**config.mk**
```make
export PLATFORM = sky130hd
export DESIGN_NAME = vram_access_scheduler
export DESIGN_NICKNAME = d
export VERILOG_FILES = /design/src/rtl/vram_sched_pkg.sv /design/src/rtl/refresh_timer.sv /design/src/rtl/vram_access_scheduler.sv
export SDC_FILE = /design/constraint.sdc
export NUM_CORES = 1
export LEC_CHECK = 0
export CAP_MARGIN = 30
export CORE_MARGIN = 4
export CORE_UTILIZATION = 47
export DETAILED_ROUTE_END_ITERATION = 8
export GPL_TIMING_DRIVEN = 0
export PLACE_DENSITY = 0.89
export SKIP_LAST_GASP = 1
export SYNTH_ARGS = -nofsm -noshare
export SYNTH_HDL_FRONTEND = slang
export SYNTH_SLANG_ARGS = --single-unit
```
**constraint.sdc**
```tcl
create_clock -name clk -period 4.75 [get_ports clk]
set_input_delay 0.7125 -clock clk [delete_from_list [all_inputs] [get_ports clk]]
set_output_delay 0.7125 -clock clk [all_outputs]
set_load 0.01 [all_outputs]
```
**src/rtl/vram_sched_pkg.sv**
```systemverilog
// Shared types and widths for the VRAM access scheduler.
`default_nettype none

package vram_sched_pkg;

    localparam int ADDR_W = 22;
    localparam int DATA_W = 16;

    typedef enum logic [1:0] {
        IDLE   = 2'd0,
        ISSUED = 2'd1,
        WAIT   = 2'd2
    } sched_state_t;

    typedef enum logic [1:0] {
        NONE = 2'd0,
        VID  = 2'd1,
        CPU  = 2'd2,
        REF  = 2'd3
    } owner_t;

endpackage

`default_nettype wire

```
**src/rtl/refresh_timer.sv**
```systemverilog
// Refresh interval timer with a saturating refresh-debt counter and a sticky overrun flag.
`default_nettype none

module refresh_timer #(
    parameter int REFRESH_CYCLES = 416,
    parameter int MAX_PENDING    = 8,
    localparam int DEBT_W        = $clog2(MAX_PENDING + 1),
    localparam int TIMER_W       = $clog2(REFRESH_CYCLES)
) (
    input  logic              clk,
    input  logic              reset,
    input  logic              consume,
    output logic [DEBT_W-1:0] debt,
    output logic              urgent,
    output logic              overrun
);

    logic [TIMER_W-1:0] r_timer;
    logic               w_tick;
    logic               w_saturated;

    assign w_tick      = (r_timer == TIMER_W'(REFRESH_CYCLES - 1));
    assign w_saturated = (debt == DEBT_W'(MAX_PENDING));
    assign urgent      = w_saturated;

    always_ff @(posedge clk) begin
        if (reset) begin
            r_timer <= '0;
            debt    <= '0;
            overrun <= 1'b0;
        end else begin
            r_timer <= w_tick ? '0 : r_timer + TIMER_W'(1);
            if (w_tick && w_saturated) begin
                overrun <= 1'b1;
            end
            // A tick and a refresh in the same cycle cancel each other out.
            if (w_tick && !consume && !w_saturated) begin
                debt <= debt + DEBT_W'(1);
            end else if (!w_tick && consume && debt != '0) begin
                debt <= debt - DEBT_W'(1);
            end
        end
    end

endmodule

`default_nettype wire

```
**src/rtl/vram_access_scheduler.sv**
```systemverilog
// Arbitrates video, CPU and refresh onto the SDRAM controller and returns read data to the owning port.
`default_nettype none

module vram_access_scheduler
    import vram_sched_pkg::*;
#(
    parameter int REFRESH_CYCLES   = 416,
    parameter int MAX_PENDING      = 8,
    parameter int CPU_STARVE_LIMIT = 4
) (
    input  logic              clk,
    input  logic              reset,
    input  logic              vid_req,
    input  logic [ADDR_W-1:0] vid_addr,
    output logic              vid_ack,
    output logic              vid_rvalid,
    output logic [DATA_W-1:0] vid_rdata,
    input  logic              cpu_req,
    input  logic              cpu_wr,
    input  logic [ADDR_W-1:0] cpu_addr,
    input  logic [DATA_W-1:0] cpu_wdata,
    input  logic [1:0]        cpu_wdm,
    output logic              cpu_ack,
    output logic              cpu_rvalid,
    output logic [DATA_W-1:0] cpu_rdata,
    output logic              mem_read,
    output logic              mem_write,
    output logic              mem_refresh,
    output logic [ADDR_W-1:0] mem_addr,
    output logic [DATA_W-1:0] mem_din,
    output logic [1:0]        mem_wdm,
    input  logic [DATA_W-1:0] mem_dout,
    input  logic              mem_busy,
    output logic              refresh_overrun
);

    localparam int DEBT_W   = $clog2(MAX_PENDING + 1);
    localparam int STARVE_W = $clog2(CPU_STARVE_LIMIT + 1);

    sched_state_t          r_state;
    sched_state_t          w_next_state;
    owner_t                r_owner;
    owner_t                w_grant;
    logic                  r_is_write;
    logic [STARVE_W-1:0]   r_starve_cnt;
    logic [DEBT_W-1:0]     w_debt;
    logic                  w_urgent;
    logic                  w_done;
    logic                  w_vid_ret;
    logic                  w_cpu_ret;
    logic                  w_cpu_forced;

    refresh_timer #(
        .REFRESH_CYCLES (REFRESH_CYCLES),
        .MAX_PENDING    (MAX_PENDING)
    ) u_refresh_timer (
        .clk     (clk),
        .reset   (reset),
        .consume (w_grant == REF),
        .debt    (w_debt),
        .urgent  (w_urgent),
        .overrun (refresh_overrun)
    );

    always_ff @(posedge clk) begin
        if (reset) begin
            r_state <= IDLE;
        end else begin
            r_state <= w_next_state;
        end
    end

    always_comb begin
        w_next_state = r_state;
        case (r_state)
            IDLE:    if (w_grant != NONE) w_next_state = ISSUED;
            ISSUED:  w_next_state = WAIT;
            WAIT:    if (!mem_busy) w_next_state = IDLE;
            default: w_next_state = IDLE;
        endcase
    end

    assign w_cpu_forced = cpu_req && (r_starve_cnt == STARVE_W'(CPU_STARVE_LIMIT));

    always_comb begin
        w_grant   = NONE;
        if (r_state == IDLE && !mem_busy) begin
            if (w_urgent)            w_grant = REF;
            else if (w_cpu_forced)   w_grant = CPU;
            else if (vid_req)        w_grant = VID;
            else if (cpu_req)        w_grant = CPU;
            else if (w_debt != '0)   w_grant = REF;
        end
        w_done    = (r_state == WAIT) && !mem_busy;
        w_vid_ret = w_done && (r_owner == VID);
        w_cpu_ret = w_done && (r_owner == CPU) && !r_is_write;
    end

    // Every command, ack and address is registered so the controller sees a clean pulse.
    always_ff @(posedge clk) begin
        if (reset) begin
            mem_read     <= 1'b0;
            mem_write    <= 1'b0;
            mem_refresh  <= 1'b0;
            mem_addr     <= '0;
            mem_din      <= '0;
            mem_wdm      <= '0;
            vid_ack      <= 1'b0;
            cpu_ack      <= 1'b0;
            vid_rvalid   <= 1'b0;
            cpu_rvalid   <= 1'b0;
            vid_rdata    <= '0;
            cpu_rdata    <= '0;
            r_owner      <= NONE;
            r_is_write   <= 1'b0;
            r_starve_cnt <= '0;
        end else begin
            mem_read    <= (w_grant == VID) || ((w_grant == CPU) && !cpu_wr);
            mem_write   <= (w_grant == CPU) && cpu_wr;
            mem_refresh <= (w_grant == REF);
            vid_ack     <= (w_grant == VID);
            cpu_ack     <= (w_grant == CPU);
            vid_rvalid  <= w_vid_ret;
            cpu_rvalid  <= w_cpu_ret;
            if (w_vid_ret) vid_rdata <= mem_dout;
            if (w_cpu_ret) cpu_rdata <= mem_dout;

            if (w_grant != NONE) begin
                r_owner    <= w_grant;
                r_is_write <= (w_grant == CPU) && cpu_wr;
                case (w_grant)
                    VID: begin
                        mem_addr <= vid_addr;
                        mem_din  <= '0;
                        mem_wdm  <= '0;
                    end
                    CPU: begin
                        mem_addr <= cpu_addr;
                        mem_din  <= cpu_wdata;
                        mem_wdm  <= cpu_wr ? cpu_wdm : 2'b00;
                    end
                    default: begin
                        mem_addr <= '0;
                        mem_din  <= '0;
                        mem_wdm  <= '0;
                    end
                endcase
            end

            if (w_grant == CPU) begin
                r_starve_cnt <= '0;
            end else if ((w_grant == VID) && cpu_req &&
                         (r_starve_cnt != STARVE_W'(CPU_STARVE_LIMIT))) begin
                r_starve_cnt <= r_starve_cnt + STARVE_W'(1);
            end
        end
    end

endmodule

`default_nettype wire
```
Yosys cells after proc, flatten, opt, wreduce, memory -nomap -nowiden:

Cells that the tools add are included.

* register bits after elaboration: 101
* input bits: 84
* output and inout port bits: 80

* add/sub/neg operators: 4
* equal/unequal tests: 13
* multiplexer cells: 15
* reduce and logical (&&, ||, !) cells: 29

Operators with widths (count)
* $pmux W22 S2: 1
* $mux W2: 10
* $mux W16: 1
* $logic_and A1 B1 Y1: 15
* $add A9 B1 Y9 const B: 1
* $eq A9 B9 Y1 const B: 1
* $eq A2 B2 Y1 const B: 4
* $mux W4: 2
* $eq A2 B1 Y1 const B: 3
* $logic_not A1 Y1: 6
* $pmux W2 S3: 1
* $add A4 B1 Y4 const B: 1
* $eq A4 B4 Y1 const B: 1
* $reduce_bool A2 Y1: 2
* $reduce_bool A4 Y1: 1
* $reduce_or A2 Y1: 2
* $sub A4 B1 Y4 const B: 1
* $add A3 B1 Y3 const B: 1
* $eq A3 B3 Y1 const B: 1
* $ne A3 B3 Y1 const B: 1
* $logic_not A2 Y1: 1
* $ne A2 B1 Y1 const B: 1
* $ne A2 B2 Y1 const B: 1
* $reduce_and A2 Y1: 1
* $logic_or A1 B1 Y1: 1

Longest topological paths before layout:

Gate-level depths: netlist (run 1).

* depth in word-level cells: 12
* gate-level depth with buffers: 14
* gate-level depth less buffers: 14

Cells and area by module:

A second synthesis (run 1) with hierarchy kept.

* cells, all modules: 470
* area, all modules: 4240.3 um^2

Modules (own cells, without submodules)
* vram_access_scheduler: times used 1, cells each 390, area each 3508.4 um^2
* refresh_timer: times used 1, cells each 80, area each 732.0 um^2

Worst setup path after synthesis (run 1):

No wires, ideal clock.

* path kind: input-to-reg
* start: in cpu_req
* end: reg u_refresh_timer.debt[3]
* data arrival time: 3052 ps
* data required time: 4685 ps
* slack: 1632 ps
* cell stages on the path: 11
* path buffers: 0
* cell sequence: a21boi_0 -> o31ai_1 -> inv_1 -> ha_1 -> nor4_4 -> inv_1 -> ha_1 -> a21o_1 -> a21oi_1 -> mux4_2 -> nor2_1

* cells in the longest elaborated chain, start to end: 10
* elaborated cells between the ends (all ways): 14
* those cells by class: eq/ne: 1; mux: 6; reduce/logical: 7

RTL lines
* from (decl): RTL line vram_access_scheduler.sv:18 `input logic cpu_req,`
* $mux W2: RTL line vram_access_scheduler.sv:91 `else if (cpu_req) w_grant = CPU;`
* $mux W2: RTL line vram_access_scheduler.sv:90 `else if (vid_req) w_grant = VID;`
* $mux W2 *: RTL line vram_access_scheduler.sv:89 `else if (w_cpu_forced) w_grant = CPU;`
* $mux W2 *: RTL line vram_access_scheduler.sv:88 `if (w_urgent) w_grant = REF;`
* $mux W2 *: RTL line vram_access_scheduler.sv:87 `if (r_state == IDLE && !mem_busy) begin`
* via w_grant[1]: RTL line vram_access_scheduler.sv:43 `owner_t w_grant;`
* $eq A2 B2 Y1 *: RTL line vram_access_scheduler.sv:59 `.consume (w_grant == REF),`
* via u_refresh_timer.consume: RTL line refresh_timer.sv:12 `input logic consume,`
* $logic_not A1 Y1: RTL line refresh_timer.sv:37 `if (w_tick && !consume && !w_saturated) begin`
* $logic_and A1 B1 Y1 (2 in a row): RTL line refresh_timer.sv:37
* $mux W4 or $reduce_bool A2 Y1 (tied branches)
* to (signal assigned): RTL line refresh_timer.sv:38 `debt <= debt + DEBT_W'(1);`
* to (signal assigned): RTL line refresh_timer.sv:40 `debt <= debt - DEBT_W'(1);`
* to (decl): RTL line refresh_timer.sv:13 `output logic [DEBT_W-1:0] debt,`

Mark *: on every way through the listed nets, which the timed path passes. The rest lies on a longest branch.
A chain may end at the register's enable or synchronous reset.

Worst setup path after layout (run 1):

* start: in vid_req
* end: reg u_refresh_timer.debt[3]

* cells in the longest elaborated chain, start to end: 9
* elaborated cells between the ends (all ways): 12
* those cells by class: eq/ne: 1; mux: 5; reduce/logical: 6

RTL lines
* from (decl): RTL line vram_access_scheduler.sv:13 `input logic vid_req,`
* $mux W2 *: RTL line vram_access_scheduler.sv:90
* $mux W2 *: RTL line vram_access_scheduler.sv:89
* $mux W2 *: RTL line vram_access_scheduler.sv:88
* $mux W2 *: RTL line vram_access_scheduler.sv:87
* via w_grant[1]: RTL line vram_access_scheduler.sv:43
* $eq A2 B2 Y1 *: RTL line vram_access_scheduler.sv:59
* via u_refresh_timer.consume: RTL line refresh_timer.sv:12
* $logic_not A1 Y1: RTL line refresh_timer.sv:37
* $logic_and A1 B1 Y1 (2 in a row): RTL line refresh_timer.sv:37
* $mux W4 or $reduce_bool A2 Y1 (tied branches)

Marks and branches as above.

==> flow_summary.yaml, run 1 <==
floorplan:
  initial_core_util_pct: 48.9
  core_sq_um: 8340
  row_count: 33
  fp.dieArea_sq_um: 10200
  die_width_um: 101
  pin_count: 164
  die_h_um: 101
timing:
  hold-worst-slack_ps: 494
  setup_tns_ps: 0
  worst_pin_slew_ps: 592
  slew_headroom_pct: 60.4
  rsz0062_at_grt: "false"
  finalHoldViolCount: 0
  fmax_mhz: 276
  skew_ps: 13.3
  final_max_slew_viol_count: 0
  finalCritPeriodShare_pct: 76.3
  fin_crit_ps: 3630
  final.setup.worst_slack_ps: 1120
  setup_viol: 0
final_layout:
  final_core_util_pct: 72.6
  final_cell_mix: "clkdlybuf4s50_1, dfxtp_1, nor2_1"
  mostFrequentLayoutCell: "clkdlybuf4s50_1"
  fin_cells: 702
  final_area_sq_um: 6050
  area_growth_syn_to_layout_pct: 48.4
  drive_gt1_share_pct: 5.70
  final_nets: 686
  num_antenna_cells: 0
critical_path:
  crit_path_max_fanout: 6
  critPathLaunchType: "input port"
  rr_worst_depth: 12
  crit_path_top_delay_cell: "clkdlybuf4s50_1"
  critPathKind: "input port to register"
  worstPathCellList: "clkdlybuf4s50_1 > a21boi_0 > o31ai_1 > inv_1 > ha_1 > nor4_4 > inv_1 > ha_1 > a21o_1 > a21oi_1 > mux4_2 > nor2_1"
  cp-end-kind: "register"
  critPathMaxStageDelay_ps: 530
  cp.required_ps: 5050
  crit_arrival_ps: 3920
power:
  power.switching_mw: 0.418
  leakagePower_nw: 2.46
  powerDensity_nw_per_um2: 272
  ir_drop_v: 0.000152
  fin_total_pwr_mw: 1.64
  swShare_pct: 25.5
  p_int_mw: 1.23
  share_seq_of_total_power_pct: 52.8
  clkPwrFrac_pct: 34.9
  power_frac_comb_pct: 12.2
routing:
  drcViolationCount: 0
  drt_wl_total_um: 11600
  first_iter_violations: 100
  vias_per_cell: 5.33
  drt_first_pass_iters: 4
  ant_nets: 0
  vias: 3739
  avgRoutedWirePerCell_um: 16.5
global_route:
  grt_pass1_vias: 3887
  grt_pass1_wl_um: 18000
  antenna_found_initial: 0
  grt_usage_pct: 22.1
  grt_max_degree: 20
  gr-total-overflow: 0
synthesis:
  ys_ff_latch: 101
  ys_types: 46
  async_flop_share_pct: 0
  synth-seq-area-share_pct: 49.6
  synth_nets: 512
  syn-cell-area_sq_um: 4080
  synth_edf_count: 0
  syn_avg_cell_area_sq_um: 9.76
  syn-instance-count: 418
  synth_warnings: 0
  synthFlopType: "dfxtp_1"
clocking:
  post_cts_resized: 0
  clock-sinks: 101
  clock_latency_ps: 360
  hold_buffers: 0
  cts_root_buf: "clkbuf_8"
  cts.clk_slew.worst_paths_ps: 90
  post_cts_buffers: 0
  cts_tree: "built"
  cts_max_path_buffers: 2
  cts-buffers-inserted: 9
  cts_max_level: 3
place:
  gp_congestion: 0.826
  dp_cells: 686
  io_buffers: 163
  dpl_cell_area_sq_um: 5840
  place_ws_ps: 778
  place_hpwl_um: 9080
min_path:
  worstHoldPathCells: 1
  hp-class: "register to register"
status:
  status: "completed"
run:
  cap_violations: 0
-- routing by layer --
layer | vias up | global-route usage [%] | wire [um]
met3 | 12 | 9.09 | 1220
met1 | 1752 | 24.4 | 4480
met5 | - | 0 | 0
met2 | 147 | 39.6 | 5770
li1 | 1828 | - | -
met4 | 0 | 5.11 | 119
-- cells by family (layout without fill, tap and decap cells) --
group / count (synthesis) / after routing / synth area share, %
AO/OA/AOI/OAI: 83 / 83 / 15.2
multiplexers: 35 / 35 / 8.89
buffers and inverters: 40 / 219 / 4.08
adder cells (fa/ha/maj): 10 / 10 / 3.25
flip-flops: 101 / 101 / 49.6
XOR/XNOR: 9 / 9 / 1.93
AND/OR/NAND/NOR: 140 / 140 / 17.1
-- worst max-delay path: cells and delay by family --
| kind | cells | cell delay (ps) |
|---|---|---|
| AOI/OAI and AO/OA | 4 | 940 |
| buffers and inverters | 3 | 820 |
| adders and majority gates | 2 | 610 |
| and+or+nand+nor | 2 | 510 |
| muxes | 1 | 310 |
-- power by group through the flow --
stage	combinational (mW)	sequential (mW)	clock (mW)
after floorplan	0.0819	0.890	0
after global placement	0.195	0.887	0
after detailed placement	0.200	0.888	0
after CTS	0.202	0.868	0.586
after global routing	0.218	0.870	0.617
final	0.201	0.869	0.574
-- path summary, 6_finish.rpt --
| check | start | end | slack [ps] |
|---|---|---|---|
| worst max register to register | u_refresh_timer.debt[0] | u_refresh_timer.debt[3] | 1220 |
| worst min register to register | u_refresh_timer.r_timer[0] | u_refresh_timer.r_timer[0] | 490 |
| worst min-delay path | u_refresh_timer.r_timer[0] | u_refresh_timer.r_timer[0] | 490 |
| worst max-delay path | vid_req | u_refresh_timer.debt[3] | 1120 |
-- Yosys cell counts, types with 2 or more instances --
| cell | count | area [sq um] |
|---|---|---|
| o211ai_1 | 2 | 15.0 |
| xor2_1 | 3 | 26.3 |
| clkbuf_1 | 20 | 75.1 |
| buf_4 | 2 | 15.0 |
| o21ai_1 | 3 | 15.0 |
| a21oi_1 | 9 | 45.0 |
| nor2b_1 | 5 | 31.3 |
| dfxtp_1 | 101 | 2020 |
| nand2_1 | 6 | 22.5 |
| buf_2 | 7 | 35.0 |
| nor3b_1 | 4 | 30.0 |
| nand2b_1 | 3 | 18.8 |
| and4_1 | 2 | 17.5 |
| nor3b_2 | 2 | 25.0 |
| nand4_1 | 3 | 18.8 |
| mux2i_1 | 34 | 340 |
| nand3_1 | 3 | 15.0 |
| ha_1 | 9 | 113 |
| nor4_1 | 3 | 18.8 |
| a22oi_1 | 38 | 285 |
| o22ai_1 | 2 | 12.5 |
| nor3_1 | 11 | 55.1 |
| inv_1 | 9 | 33.8 |
| nor2_1 | 87 | 327 |
| a22o_1 | 22 | 193 |
| a21o_1 | 3 | 22.5 |
| xnor2_1 | 6 | 52.6 |
-- sequential cells by signal, summed over array words and instances, names as in the netlist, 2 cells and up --
name,flops
r_state,2
cpu_rdata,16
u_refresh_timer.debt,4
r_starve_cnt,3
mem_wdm,2
u_refresh_timer.r_timer,9
vid_rdata,16
mem_din,16
r_owner,2
mem_addr,22
-- cell type report --
type	count	area, sq um
Inverter	10	37.5
Multi-Input combinational cell	277	1890
Clock buffer	9	124
Timing Repair Buffer	163	1630
Clock inverter	7	86.3
Sequential cell	101	2020
Buffer	30	129
Fill cell	597	2290
Tap cell	105	131
(Power assumes the default switching activity.)
==> run 2: changes to the inputs <==
--- a/config.mk
+++ b/config.mk
@@ -7,10 +7,10 @@
 export LEC_CHECK = 0
 export CAP_MARGIN = 30
 export CORE_MARGIN = 4
-export CORE_UTILIZATION = 47
+export CORE_UTILIZATION = 43
 export DETAILED_ROUTE_END_ITERATION = 8
 export GPL_TIMING_DRIVEN = 0
-export PLACE_DENSITY = 0.89
+export PLACE_DENSITY = 0.83
 export SKIP_LAST_GASP = 1
 export SYNTH_ARGS = -nofsm -noshare
 export SYNTH_HDL_FRONTEND = slang
==> constraint.sdc (replaced) <==
create_clock -name clk -period 3.6 [get_ports clk]
set_input_delay 0.54 -clock clk [delete_from_list [all_inputs] [get_ports clk]]
set_output_delay 0.54 -clock clk [all_outputs]
set_load 0.01 [all_outputs]
==> run 2 against run 1 <==
Net effect:
- clock-buffer cell count did not move
- critical endpoint unchanged
- largest power group unchanged
- highest routed layer unchanged
- sequential share of layout area barely moved
- non-clock buffer count did not move
- cell area rose by 0.14%
- critical path depth rose by 2
- total power rose by 26%
==> flow_summary.yaml, run 2 (same netlist as run 1, synthesis figures left out) <==
status:
  status: "completed"
place:
  place_hpwl_um: 8820
  gp_congestion: 0.804
  dpl_cell_area_sq_um: 5870
  io_buffers: 163
  place_ws_ps: -252
  dp_cells: 710
critical_path:
  crit_path_max_fanout: 6
  r2r_setup_slack_ps: 380
  rr_worst_depth: 14
  cp.required_ps: 3890
  path_delay_family: "compound AO/OA/AOI/OAI gates"
  worstPathCellList: "inv_1 > ha_1 > nand2_1 > a21boi_0 > o31ai_2 > inv_1 > ha_1 > nor4_4 > inv_1 > ha_1 > a21o_1 > a21oi_1 > mux4_2 > nor2_1"
  critPathKind: "register to register"
  crit_arrival_ps: 3520
  path_buf_inv: 3
  critPathLaunchType: "register"
  crit_path_top_delay_cell: "dfxtp_1"
  reg2reg_from: "r_starve_cnt[0]"
  critPathMaxStageDelay_ps: 390
  cp-startpoint: "r_starve_cnt[0]"
  r2r-end: "u_refresh_timer.debt[3]"
  cp-end-kind: "register"
routing:
  first_iter_violations: 150
  ant_nets: 0
  drt_wl_total_um: 11100
  drt_first_pass_iters: 4
  vias_per_cell: 5.13
  drcViolationCount: 0
  vias: 3722
  avgRoutedWirePerCell_um: 15.4
global_route:
  grt_pass1_vias: 3801
  grt_usage_pct: 19.8
  antenna_found_initial: 0
  grt_max_degree: 19
  grt_pass1_wl_um: 18000
  gr-total-overflow: 0
floorplan:
  row_count: 35
  die_width_um: 105
  pin_count: 164
  initial_core_util_pct: 44.2
  fp.dieArea_sq_um: 11100
  core_sq_um: 9240
  die_h_um: 105
timing:
  fin_crit_ps: 3220
  worst_pin_slew_ps: 640
  slew_headroom_pct: 57.2
  fmax_mhz: 310
  finalHoldViolCount: 0
  skew_ps: 9.99
  hold-worst-slack_ps: 489
  rsz0062_at_grt: "false"
  final_max_slew_viol_count: 0
  final.setup.worst_slack_ps: 377
  setup_viol: 0
  finalCritPeriodShare_pct: 89.5
run:
  cap_violations: 0
clocking:
  cts.clk_slew.worst_paths_ps: 100
  clock-sinks: 101
  clock_latency_ps: 360
  cts_tree: "built"
  cts-buffers-inserted: 9
  cts_root_buf: "clkbuf_8"
  cts_max_path_buffers: 2
  cts_max_level: 3
final_layout:
  n_fill_cell: 764
  num_antenna_cells: 0
  mostFrequentLayoutCell: "clkdlybuf4s50_1"
  fin_cells: 725
  final_nets: 686
  regMostFlops: "mem_addr"
  drive_gt1_share_pct: 5.87
  final_cell_mix: "clkdlybuf4s50_1, dfxtp_1, nor2_1"
  largest_register_ffs: 22
  area_growth_syn_to_layout_pct: 48.6
  final_area_sq_um: 6060
power:
  ir_drop_v: 0.000171
  fin_total_pwr_mw: 2.07
  powerDensity_nw_per_um2: 341
  leakagePower_nw: 2.44
min_path:
  min_from: "u_refresh_timer.overrun"
  hp-class: "register to register"
  min_to: "u_refresh_timer.overrun"
  worstHoldPathCells: 2
## run 2: area by class of cell
class,count,area (sq um),share of cell area (%)
buffer,30,129,2.13
clock buffer,9,124,2.04
clock inverter,6,55.1,0.908
inverter,10,37.5,0.619
multi-input combinational,277,1900,31.4
sequential,101,2020,33.4
tap,129,161,2.66
timing repair buffer,163,1630,26.9
## run 2: where the power goes
group / switching (mW) / leakage (nW) / internal [mW]
Sequential: 0.0122 / 0.815 / 1.13
Combinational: 0.119 / 1.53 / 0.145
Clock: 0.398 / 0.0922 / 0.261
## run 2: tightest hold or removal path: cells and delay by family (launching register included)
kind,cells,cell delay [ps]
AO/OA/AOI/OAI,1,50
AND/OR/NAND/NOR,1,70
flip-flops,1,350
## run 2: per-stage QoR
step	setup TNS [ps]	util, %
floorplan	0	-
global placement	-112	63.6
detailed placement	-332	63.6
CTS	0	65.5
global route	0	65.6
finish	0	65.6
## run 2: worst max path at each step
stage	slack (ps)	end	depth (start not counted)
5_1_grt	60	u_refresh_timer.debt[3]	14
2_1_floorplan	560	u_refresh_timer.debt[3]	14
6_report	380	u_refresh_timer.debt[3]	14
3_5_place_dp	-250	u_refresh_timer.debt[3]	12
4_1_cts	40	u_refresh_timer.debt[3]	12
3_3_place_gp	-110	u_refresh_timer.debt[3]	12
## run 2: layer usage
| layer | wire length, um | GRT usage, % |
|---|---|---|
| met1 | 4530 | 22.3 |
| met4 | 155 | 6.65 |
| met3 | 1040 | 6.86 |
| met2 | 5420 | 34.6 |
| met5 | 0 | 0 |
## run 2: what timing repair did
item / CTS / global route
resized for setup: 0 / 2
endpoints found under the setup margin: 0 / 2
buffers inserted: 0 / 0
hold buffers: 0 / 0
